===== src/rtl/fp_mult_pkg.sv =====
// rtl/fp_mult_pkg.sv - shared types and widths for the fp multiplier feeder path
package fp_mult_pkg;

    localparam int WORD_W = 32;

    // Wide enough for any byte count that divides a word (down to 1-bit transfers).
    localparam int BCNT_W = $clog2(WORD_W);

    // Settle counter holds RESULT_LAT-1, RESULT_LAT in 1..15.
    localparam int WAIT_W = 4;

    typedef enum logic [1:0] {
        LOAD_A = 2'd0,
        LOAD_B = 2'd1,
        WAIT   = 2'd2,
        HOLD   = 2'd3
    } loader_state_t;

endpackage


===== src/rtl/fp_operand_loader_if.sv =====
// rtl/fp_operand_loader_if.sv - byte-in / product-out handshake bundle for the operand loader
interface fp_operand_loader_if #(
    parameter int BYTE_W = 8
);
    import fp_mult_pkg::*;

    logic              in_valid;
    logic              in_ready;
    logic [BYTE_W-1:0] in_byte;
    logic              out_valid;
    logic              out_ready;
    logic [WORD_W-1:0] out_result;

    // Host side: pushes operand bytes, takes products.
    modport master (
        output in_valid, in_byte, out_ready,
        input  in_ready, out_valid, out_result
    );

    // Loader side.
    modport slave (
        input  in_valid, in_byte, out_ready,
        output in_ready, out_valid, out_result
    );

endinterface


===== src/rtl/fp_operand_loader.sv =====
// rtl/fp_operand_loader.sv - serial operand loader and result capture for the fp multiplier
module fp_operand_loader
    import fp_mult_pkg::*;
#(
    parameter int BYTE_W     = 8,
    parameter int NBYTES     = 4,
    parameter int RESULT_LAT = 1
) (
    input  logic                clk,
    input  logic                reset,
    input  logic                flush,
    fp_operand_loader_if.slave  bus,
    output logic [WORD_W-1:0]   dataA,
    output logic [WORD_W-1:0]   dataB,
    input  logic [WORD_W-1:0]   dataR,
    output logic                busy
);

    loader_state_t     r_state;
    logic [BCNT_W-1:0] r_byte_cnt;
    logic [WAIT_W-1:0] r_wait_cnt;
    logic [WORD_W-1:0] r_stage_a;
    logic [WORD_W-1:0] r_stage_b;
    logic [WORD_W-1:0] r_data_a;
    logic [WORD_W-1:0] r_data_b;
    logic [WORD_W-1:0] r_out_result;
    logic              r_out_valid;

    logic              w_load_state;
    logic              w_accept;
    logic              w_last;
    logic [WORD_W-1:0] w_byte_ext;

    assign w_load_state = (r_state == LOAD_A) || (r_state == LOAD_B);
    // Reset and flush both mask acceptance so an abort never swallows a byte.
    assign bus.in_ready = w_load_state && !reset && !flush;
    assign w_accept     = bus.in_valid && bus.in_ready;
    assign w_last       = (r_byte_cnt == BCNT_W'(NBYTES - 1));
    assign w_byte_ext   = WORD_W'(bus.in_byte);

    assign dataA          = r_data_a;
    assign dataB          = r_data_b;
    assign bus.out_valid  = r_out_valid;
    assign bus.out_result = r_out_result;
    assign busy           = !((r_state == LOAD_A) && (r_byte_cnt == '0));

    // Load/commit/settle/hold sequencer; multiplier-facing registers move only at commit and capture.
    always_ff @(posedge clk) begin
        if (reset) begin
            r_state      <= LOAD_A;
            r_byte_cnt   <= '0;
            r_wait_cnt   <= '0;
            r_stage_a    <= '0;
            r_stage_b    <= '0;
            r_data_a     <= '0;
            r_data_b     <= '0;
            r_out_result <= '0;
            r_out_valid  <= 1'b0;
        end else begin
            case (r_state)
                LOAD_A: begin
                    if (flush) begin
                        r_byte_cnt <= '0;
                        r_state    <= LOAD_A;
                    end else if (w_accept) begin
                        r_stage_a  <= (r_stage_a << BYTE_W) | w_byte_ext;
                        r_byte_cnt <= w_last ? '0 : r_byte_cnt + BCNT_W'(1);
                        if (w_last) begin
                            r_state <= LOAD_B;
                        end
                    end
                end
                LOAD_B: begin
                    if (flush) begin
                        r_byte_cnt <= '0;
                        r_state    <= LOAD_A;
                    end else if (w_accept) begin
                        r_stage_b  <= (r_stage_b << BYTE_W) | w_byte_ext;
                        r_byte_cnt <= w_last ? '0 : r_byte_cnt + BCNT_W'(1);
                        if (w_last) begin
                            // Both operands land on the multiplier in the same cycle.
                            r_data_a   <= r_stage_a;
                            r_data_b   <= (r_stage_b << BYTE_W) | w_byte_ext;
                            r_wait_cnt <= WAIT_W'(RESULT_LAT - 1);
                            r_state    <= WAIT;
                        end
                    end
                end
                WAIT: begin
                    if (r_wait_cnt == '0) begin
                        r_out_result <= dataR;
                        r_out_valid  <= 1'b1;
                        r_state      <= HOLD;
                    end else begin
                        r_wait_cnt <= r_wait_cnt - WAIT_W'(1);
                    end
                end
                HOLD: begin
                    if (bus.out_ready) begin
                        r_out_valid <= 1'b0;
                        r_state     <= LOAD_A;
                    end
                end
                default: begin
                    r_state <= LOAD_A;
                end
            endcase
        end
    end

endmodule


===== src/flat_wrapper.sv =====
// flat-port wrapper written by rule: the top's interface ports become plain ports
module fp_operand_loader_flat import fp_mult_pkg::*;
#(
    parameter int BYTE_W     = 8,
    parameter int NBYTES     = 4,
    parameter int RESULT_LAT = 1
)
  (clk, reset, flush, dataA, dataB, dataR, busy, bus_in_valid, bus_in_byte, bus_out_ready, bus_in_ready, bus_out_valid, bus_out_result);
  fp_operand_loader_if #(.BYTE_W(BYTE_W)) bus_i ();
  input  logic clk;
  input  logic reset;
  input  logic flush;
  output logic [WORD_W-1:0] dataA;
  output logic [WORD_W-1:0] dataB;
  input  logic [WORD_W-1:0] dataR;
  output logic busy;
  input wire logic [$bits(bus_i.in_valid)-1:0] bus_in_valid;
  input wire logic [$bits(bus_i.in_byte)-1:0] bus_in_byte;
  input wire logic [$bits(bus_i.out_ready)-1:0] bus_out_ready;
  output wire logic [$bits(bus_i.in_ready)-1:0] bus_in_ready;
  output wire logic [$bits(bus_i.out_valid)-1:0] bus_out_valid;
  output wire logic [$bits(bus_i.out_result)-1:0] bus_out_result;
  assign bus_i.in_valid = bus_in_valid;
  assign bus_i.in_byte = bus_in_byte;
  assign bus_i.out_ready = bus_out_ready;
  assign bus_in_ready = bus_i.in_ready;
  assign bus_out_valid = bus_i.out_valid;
  assign bus_out_result = bus_i.out_result;
  fp_operand_loader #(.BYTE_W(BYTE_W), .NBYTES(NBYTES), .RESULT_LAT(RESULT_LAT)) u_core (.clk(clk), .reset(reset), .flush(flush), .bus(bus_i), .dataA(dataA), .dataB(dataB), .dataR(dataR), .busy(busy));
endmodule

===== config.mk =====
export PLATFORM = sky130hd
export DESIGN_NAME = fp_operand_loader_flat
export DESIGN_NICKNAME = d
export VERILOG_FILES = /design/src/rtl/fp_mult_pkg.sv /design/src/rtl/fp_operand_loader_if.sv /design/src/rtl/fp_operand_loader.sv /design/src/flat_wrapper.sv
export SDC_FILE = /design/constraint.sdc
export NUM_CORES = 1
export LEC_CHECK = 0
export BUFFER_PORTS_ARGS = -buffer_cell sky130_fd_sc_hd__buf_2
export CAP_MARGIN = 0
export CORE_ASPECT_RATIO = 1.5
export CORE_MARGIN = 8
export CORE_UTILIZATION = 32
export DETAILED_ROUTE_END_ITERATION = 10
export SETUP_SLACK_MARGIN = 0.5
export SYNTH_ARGS = -nofsm -noshare
export SYNTH_HDL_FRONTEND = slang
export SYNTH_SLANG_ARGS = --single-unit

===== constraint.sdc =====
create_clock -name clk -period 1.5 [get_ports clk]
set_clock_uncertainty 0.1 [all_clocks]
set_input_delay 0.15 -clock clk [delete_from_list [all_inputs] [get_ports clk]]
set_output_delay 0.15 -clock clk [all_outputs]
set_load 0.05 [all_outputs]

==> qor.yml <==
ys_seq_elements: 164
tightest_slew_ns: 0.610
hold_viol_final: 0
drv_slew: 0
final_util_pct: 48.8
rr_endpoint: "u_core.r_stage_b[11]"
avgSynthCellArea_um2: 7.87
synth_area_mm2: 0.00588
antenna_found_initial: 0
place.gp.congestion: 0.810
first_pass_iters: 5
critPathBufInv: 4
yosys.area.top_type: "dfxtp_1"
yosysUniqueCellTypes: 32
crit_slowest_cell: "dfxtp_2"
synth_ff_type: "dfxtp_1"
cpPeakStageDelay_ns: 0.34
vdd_ir_drop_max_uv: 527
cap_violations: 0
die-area_mm2: 0.0230
crit_cells: 8
max_freq_mhz: 586
grt_overflow_total: 0
worst_r2r_path_depth: 8
die_x_um: 127
crit_top_cell: "buf_6"
async_flop_share_pct: 0
hold_path_class: "in -> reg"
grt_max_degree: 126
routed_wl_mm: 18.6
core-area_mm2: 0.0179
fin_ws_ns: -0.207
mappedNetlistNets: 795
route.detailed.drc: 0
yosys_warnings: 0
p_leak_nw: 3.50
p_per_area_mw_per_mm2: 1020
num_vias: 5665
fin_crit_ns: 1.71
cts_made_buffers: 17
place_hpwl_mm: 10.9
grt_setup_unrepaired: "true"
violations: "negative setup slack"
synth_common_cells: "nand2_1, dfxtp_1, a21oi_1"
synth_top_area_share_pct: 55.9
power_mw: 8.89
path_max_fanout: 12
max_slew_margin_pct: 59.4
worstSkewPairLatency_ns: 0.43
grt_pass1_vias: 5493
status: "finished, violations left"
min_period_over_period_pct: 114
drtIter0Drc: 226
n_antenna_cell: 0
htree_levels: 4
avgViaCountPerCell: 4.79
die_y_um: 182
required_ns: 1.75
setup_tns_ns: -14.15
synth.most_common_cell: "nand2_1"
endpoint: "u_core.r_stage_b[11]"
setup_viol: 139
cts_tree: "built"
r2r_slack_ns: -0.21
synth_cells: 747
crit_type: "reg -> reg"
clockRootBuffer: "clkbuf_16"
synth_edf_count: 0
layout-drive-gt1-share_pct: 30.4
port_buffers: 143
grt_pass1_wl_mm: 28.8
cp.arrival_ns: 1.96
clock_sinks: 164
startpoint_type: "register"
path_delay_family: "buffers and inverters"
synth-seq-area-share_pct: 55.9
detail_route.wl_per_cell_um: 15.7
grt_use_total_pct: 15.6
num_rows: 60
clkTransAtPathRegs_ns: 0.07
nets: 1000
synth_area_leaders: "dfxtp_1, nand2_1, a21oi_1"
crit_chain: "buf_6 -> nor3_4 -> buf_6 -> buf_4 -> and3_4 -> clkbuf_16 -> nand2_1 -> a21oi_1"
area.growth.synth_to_final_pct: 48.9
initial_core_util_pct: 32.7
hold-worst-slack_ns: 0.109
cts.path.max_buffers: 2
endpoint_kind: "register"
dp_cells: 1087
ios: 144
ant_nets: 0
final_cells: 1182
[routing by layer]
layer  up-vias  share of wire [%]  GRT usage, %
li1       2832                  -             -
met1      2684                 42          17.8
met2       128                 53          27.5
met3        21                4.0          3.37
met4         0                1.7          6.33
met5         -                  0             0
[logic make-up (layout without fill, tap and decap cells)]
logic type | Yosys count | after routing | share of synthesized area (%)
flops | 164 | 164 | 55.9
buf+inv | 60 | 278 | 4.51
fa+ha+maj | 3 | 3 | 0.639
xor+xnor | 5 | 5 | 0.745
compound gates | 167 | 167 | 14.5
simple gates | 348 | 348 | 23.7
[repair_timing]
item,CTS,global route
pin swaps,29,2
gates cloned,5,7
endpoints found under the hold margin,58,0
hold buffers,41,0
resized for setup,76,40
setup endpoints to repair,263,263
setup buffers,7,3
[power breakdown]
group	internal (mW)	total [mW]	switching (mW)
Clock	2.24	4.11	1.87
Sequential	4.36	4.37	0.0102
Combinational	0.194	0.401	0.207
[worst reg2reg max path: stages (launching register included)]
cell	delay, ns
dfxtp_2	0.34
buf_6	0.14
nor3_4	0.17
buf_6	0.15
buf_4	0.11
and3_4	0.23
clkbuf_16	0.18
nand2_1	0.07
a21oi_1	0.15
[how the worst min path moves through the flow]
stage,cells after the start,startpoint,slack (ns),endpoint
final,4,bus_in_valid,0.11,u_core.r_byte_cnt[2]
after global routing,4,bus_in_valid,0.12,u_core.r_byte_cnt[2]
after CTS,4,flush,0.05,u_core.r_state[0]
after detailed placement,3,dataR[0],0.30,u_core.bus.out_result[0]
after global placement,3,dataR[17],0.29,u_core.bus.out_result[17]
after floorplan,2,bus_in_byte[0],0.19,u_core.r_stage_a[0]
[layout by cell type, fill, tap and decap left out, drive strengths merged]
cell / instances
dlygate4sd3: 41
a32oi: 1
clkbuf: 25
clkinv: 7
buf: 194
nor2: 8
nand4: 1
a21oi: 158
nand3: 7
o21ai: 3
o2bb2ai: 1
xnor2: 2
nand2: 309
o21bai: 1
nor4: 1
nor3b: 1
nor3: 9
nand2b: 2
and3: 5
nand4b: 1
dfxtp: 164
nor2b: 2
ha: 3
a2111oi: 1
a211oi: 1
inv: 11
a31oi: 1
and4b: 2
xor2: 3
[metrics by stage]
stage                     setup WS (ns)  area, um2
after CTS                        -0.151       8500
after floorplan                  -0.242       6040
after global routing             -0.256       8750
after detailed placement         -0.116       7080
after global placement          -0.0779       7080
final                            -0.207       8750
[layout make-up]
cell class / instances / area [um2]
Clock inverter: 12 / 96.3
Timing Repair Buffer: 240 / 1990
Clock buffer: 20 / 457
Multi-Input combinational cell: 523 / 2620
Sequential cell: 164 / 3290
Inverter: 6 / 22.5
Tap cell: 217 / 272
Fill cell: 1672 / 9190
[sequential cells by signal, summed over array words and instances (netlist names), named ones only]
name,flops
u_core.bus.out_result,32
u_core.r_state,1
u_core.r_wait_cnt,4
u_core.dataA,32
u_core.dataB,32
u_core.r_stage_a,32
u_core.r_stage_b,24
u_core.r_byte_cnt,5
u_core.bus.out_valid,1
No activity file was read; power rests on OpenSTA's default activity.
